## src/rtl/piso_register_pkg.sv

```systemverilog
// ----------------------------------------------------------------------------
// piso_register_pkg
// Shared definitions for the parallel-in / serial-out shift register:
// the serialisation order encoding and the legal range of the data width.
// ----------------------------------------------------------------------------
package piso_register_pkg;

    // Which end of the register is presented on the serial output.
    typedef enum logic {
        LSB_FIRST_ORDER = 1'b0,
        MSB_FIRST_ORDER = 1'b1
    } shift_order_e;

    localparam int WIDTH_MIN = 2;
    localparam int WIDTH_MAX = 64;

endpackage : piso_register_pkg

```

## src/rtl/piso_register.sv

```systemverilog
// ----------------------------------------------------------------------------
// piso_register
// Parallel-in / serial-out shift register. A word is captured with load=1 and
// its first bit is visible on q right after that edge; each edge with load=0
// shifts one position, filling the vacated end with FILL_BIT. There is no bit
// counter or busy flag: after WIDTH shifts q simply holds FILL_BIT, and
// framing is left to the user of the block.
//
// Parameters
//   WIDTH     : parallel data width (2..64)
//   MSB_FIRST : 1 = bit WIDTH-1 leaves first (shift left),
//               0 = bit 0 leaves first (shift right)
//   FILL_BIT  : value shifted into the vacated end (0 or 1)
//
// Ports
//   clk   : clock, all state changes on the rising edge
//   reset : synchronous active-high reset, overrides load
//   load  : 1 = capture d, 0 = shift one position
//   d     : parallel data word
//   q     : serial output bit, taken straight from the register
// ----------------------------------------------------------------------------
module piso_register
    import piso_register_pkg::*;
#(
    parameter int WIDTH     = 4,
    parameter int MSB_FIRST = 1,
    parameter int FILL_BIT  = 1'b0
) (
    input  logic             clk,
    input  logic             reset,
    input  logic             load,
    input  logic [WIDTH-1:0] d,
    output logic             q
);

    // Elaboration-time parameter legality.
    if (WIDTH < WIDTH_MIN || WIDTH > WIDTH_MAX) begin : g_bad_width
        $error("piso_register: WIDTH=%0d outside %0d..%0d", WIDTH, WIDTH_MIN, WIDTH_MAX);
    end
    if (MSB_FIRST != 0 && MSB_FIRST != 1) begin : g_bad_order
        $error("piso_register: MSB_FIRST=%0d must be 0 or 1", MSB_FIRST);
    end
    if (FILL_BIT != 0 && FILL_BIT != 1) begin : g_bad_fill
        $error("piso_register: FILL_BIT=%0d must be 0 or 1", FILL_BIT);
    end

    localparam shift_order_e ORDER = (MSB_FIRST == 1) ? MSB_FIRST_ORDER : LSB_FIRST_ORDER;
    localparam logic         FILL  = (FILL_BIT == 1);

    logic [WIDTH-1:0] sreg;

    // Reset wins over load; load wins over shift, discarding any unsent bits.
    // NOTE: sequential state uses non-blocking assignments so every flop
    // samples the pre-edge value of sreg, which is what makes this a shift.
    always_ff @(posedge clk) begin
        if (reset) begin
            sreg <= '0;
        end else if (load) begin
            sreg <= d;
        end else if (ORDER == MSB_FIRST_ORDER) begin
            sreg <= {sreg[WIDTH-2:0], FILL};
        end else begin
            sreg <= {FILL, sreg[WIDTH-1:1]};
        end
    end

    // q is a plain wire from the outgoing end, so it only moves after an edge.
    assign q = (ORDER == MSB_FIRST_ORDER) ? sreg[WIDTH-1] : sreg[0];

endmodule : piso_register

```

## config.mk

```make
export PLATFORM = sky130hd
export DESIGN_NAME = piso_register
export DESIGN_NICKNAME = d
export VERILOG_FILES = /design/src/rtl/piso_register_pkg.sv /design/src/rtl/piso_register.sv
export SDC_FILE = /design/constraint.sdc
export NUM_CORES = 1
export LEC_CHECK = 0
export ABC_CLOCK_PERIOD_IN_PS = 800
export CORE_AREA = 3 3 40 42
export DETAILED_ROUTE_END_ITERATION = 8
export DIE_AREA = 0 0 43 45
export GPL_ROUTABILITY_DRIVEN = 1
export MAX_ROUTING_LAYER = met4
export PLACE_DENSITY = 0.41
export REMOVE_ABC_BUFFERS = 1
export SLEW_MARGIN = 20
export SYNTH_ARGS = -nofsm -noshare
export SYNTH_HDL_FRONTEND = slang
export SYNTH_SLANG_ARGS = --single-unit
```

## constraint.sdc

```tcl
create_clock -name clk -period 0.8 [get_ports clk]
set_input_delay 0.2 -clock clk [delete_from_list [all_inputs] [get_ports clk]]
set_output_delay 0.2 -clock clk [all_outputs]
set_load 0.02 [all_outputs]
```

# ---- Word-level counts from Yosys, hierarchy flattened
# Index checks and enable logic that the tools add are counted.
dict set report totals {
  register_bits 4
  word_cells 5
  inputBits 7
  out_inout_bits 1
}
dict set report op_classes {
  reduce_logical 1
  bitwise 1
  mux 1
}
# op count
set ops {}
lappend ops {{$mux W4} 1}
lappend ops {{$reduce_or A2 Y1} 1}
lappend ops {{$not A1 Y1} 1}

# ---- Longest topological paths before layout
dict set report logic_depth {
  word_depth 2
  ltp_mapped 2
  depth_no_buf 2
}

# ---- Worst setup path before layout
# OpenSTA, ideal clock, no wires.
dict set report synth_path {
  path_type {flip-flop to output port}
  startpoint {reg sreg[3]}
  endpoint {out q}
  path_buffers 0
  path_stages_with_launch 1
  arrival_time_ns 0.395
  setup_slack_ns 0.205
  required_time_ns 0.600
  cell_sequence {dfxtp_1}
}
# item line_no
set synth_rtl {}
lappend synth_rtl {{start, declared} piso_register.sv:50} ;# logic [WIDTH-1:0] sreg;
lappend synth_rtl {{start signal, assigned} piso_register.sv:61} ;# sreg <= {sreg[WIDTH-2:0], FILL};
lappend synth_rtl {{start signal, assigned} piso_register.sv:63} ;# sreg <= {FILL, sreg[WIDTH-1:1]};
lappend synth_rtl {{end, declared} piso_register.sv:33} ;# output logic q
# No word-level cell between the ends.

# ---- Worst setup path in the final report
dict set report layout_path {
  startpoint {reg sreg[3]}
  endpoint {out q}
}
# No word-level cell between the ends.

==> run_results.csv <==
group,metric,value,unit
outcome,status,"finished, violations left",
outcome,violations,"setup timing",
routing,drt_iter0_markers,1,
sta,setup_violations,1,
cts,worstSkewPairLatency,0.23,ns
sta,hold_viol_final,0,
cts,htreeDepth,1,
cells_and_area,design_area,251,sq um
routing,drc_errors,0,
sta,fin_crit_sh,107,%
worst_setup_path,r2r_slack,0.24,ns
die,dieArea,1940,sq um
worst_setup_path,endpoint,"q",
synth,synth_area,131,sq um
sta,drv_slew,0,
worst_setup_path,cpMaxStageDelayCell,"dfxtp_2",
pwr,power_frac_comb,11.7,%
worst_setup_path,r2r-start,"sreg[2]",
synth,synth_xor_area_share,0,%
cells_and_area,nets,31,
cts,cts_max_path_buffers,2,
pwr,powerDensity,2080,nW/um^2
worst_setup_path,r2r-end,"sreg[3]",
synth,synth_cell_types,4,
flow_run,drv_cap,0,
routing,route.vias.total,118,
cells_and_area,top_register,"sreg",
synth,ys_warn_count,0,
routing,viasPerCell,3.19,
worst_setup_path,worstPathRequired,0.60,ns
pwr,finalPower,0.524,mW
cells_and_area,final_core_util,19.6,%
placement,place.gp.congestion,0.677,
pwr,p_switching,0.102,mW
routing,first_pass_iters,2,
sta,fmax,1.17,GHz
cts,clock-root-buffer,"clkbuf_4",
placement,dpl_worst_slack,-0.353,ns
cts,cts.clk_slew.worst_paths,0.04,ns
sta,fin_crit,0.855,ns
global_route,gr-total-overflow,0,
pwr,ir_drop,0.628,mV
worst_setup_path,crit_cells,1,
sta,rsz0062_at_grt,"yes",
worst_setup_path,worstSetupStartpointType,"register",
worst_setup_path,worstRegToRegCells,2,
placement,place_area,228,sq um
worst_setup_path,crit_arrival,0.66,ns
synth,synth_compound_area_share,0,%
global_route,grt_pass1_wl,462,um
worst_setup_path,critical-path-top-delay-family,"flip-flops",
die,fp.dieW,43,um
die,io_pins,8,
pwr,leakagePower,0.113,nW
sta,holdWs,0.459,ns
synth,ys_ff_latch,4,
routing,avgRoutedWirePerCell,8.19,um
routing,ant_nets,0,
cells_and_area,nFillCells,142,
die,core_region_area,1280,sq um
worst_setup_path,critPathBufInv,1,
die,initial_core_util,10.2,%
worst_setup_path,cp_max_fo,1,
worst_setup_path,crit_path_start,"sreg[3]",
routing,routed_wl,303,um
cts,cts_buffers,3,
worst_setup_path,path_cells,"buf_6",
synth,synth_top_family_by_area,"multiplexers",
die,rows,13,
placement,port_buffers,7,
worst_setup_path,path_class,"register to primary output",
cts,cts_sinks,4,
pwr,pwr-share-clk,47.4,%
sta,fin_ws,-0.0550,ns
cells_and_area,diodes,0,
worst_setup_path,end_kind,"primary output",
synth,synth_adder_area_share,0,%
synth,seq_area_frac_synth,61.0,%
pwr,swShare,19.6,%
sta,setup_tns,-0.0550,ns
cells_and_area,layout-drive-gt1-share,31.8,%
cells_and_area,reg.largest.list,"sreg (4)",
synth,synthSimpleGateAreaFrac,16.2,%
cells_and_area,instances_no_fill,37,
synth,netlist_instances,11,
global_route,antenna_found_initial,0,
sta,fin_skew,0.000446,ns
global_route,grt_usage,4.03,%
pwr,internal_power,0.422,mW
synth,synthMuxAreaShare,22.9,%
pwr,seq_power_share,40.9,%
cells_and_area,syn2layout_area_growth,91.4,%
die,die_y,45,um
cts,cts_tree,"yes",
cells_and_area,final_cell_mix,"5 x clkdlybuf4s50_1, 3 x mux2i_1, 3 x nor2_1, 3 x clkbuf_4, 3 x dfxtp_1",
worst_setup_path,cpPeakStageDelay,0.31,ns
placement,dp_cells,34,
sta,tightest_slew,0.197,ns
sta,relSlewSlack,86.9,%
global_route,first_global_vias,118,
global_route,grt_max_degree,5,
cts,post-cts-setup-buffer-count,0,
cells_and_area,largest_reg_flops,4,
synth,syn_avg_cell_area,11.9,sq um
hold_path,hold_class,"register to register",
cells_and_area,final_common_cell,"clkdlybuf4s50_1",
-- cells by family (layout without fill, tap and decap cells) --
family                 Yosys count  count (layout)
and+or+nand+nor                  4               4
buffers and inverters            0              11
muxes                            3               3
DFF                              4               4
-- cell type report --
cell class                      instances  area, sq um  area share (%)
Multi-Input combinational cell          7         51.3            20.4
Clock buffer                            3         22.5            8.96
Timing Repair Buffer                    8         77.6            30.8
Tap cell                               15         18.8            7.46
Sequential cell                         4         81.3            32.3
-- cells in the mapped netlist --
master | number | area share [%]
and3b_2 | 1 | 7.6
nor2_1 | 3 | 8.6
dfxtp_1 | 4 | 61
mux2i_1 | 3 | 23
-- power groups by stage --
stage               Clock (mW)  Sequential (mW)  Combinational (mW)
floorplan                    0            0.220              0.0144
global placement             0            0.216              0.0638
detailed placement           0            0.217              0.0632
CTS                      0.261            0.215              0.0626
global route             0.279            0.215              0.0670
finish                   0.248            0.215              0.0611
-- layer usage --
metal / vias up / part of all wire [%] / GRT usage [%] / wire length (um)
li1: 59 / - / - / -
met1: 48 / 46 / 4.10 / 139
met2: 9 / 32 / 3.29 / 96
met3: 2 / 20 / 5.18 / 61
met4: 0 / 2.0 / 3.61 / 6
met5: - / 0 / - / 0
-- what timing repair did --
item | 4_1_cts | 5_1_grt
endpoints found under the setup margin | 5 | 1
hold buffers | 0 | 0
gates resized for setup | 8 | 0
-- worst min path at each step --
stage / start / end / slack (ns) / depth (start not counted)
after CTS: sreg[0] / sreg[1] / 0.47 / 2
after global placement: sreg[0] / sreg[1] / 0.45 / 2
final: sreg[1] / sreg[2] / 0.46 / 2
after global routing: sreg[1] / sreg[2] / 0.49 / 2
after detailed placement: sreg[0] / sreg[1] / 0.46 / 2
after floorplan: reset / sreg[1] / 0.27 / 1
No activity file was read; power rests on OpenSTA's default activity.
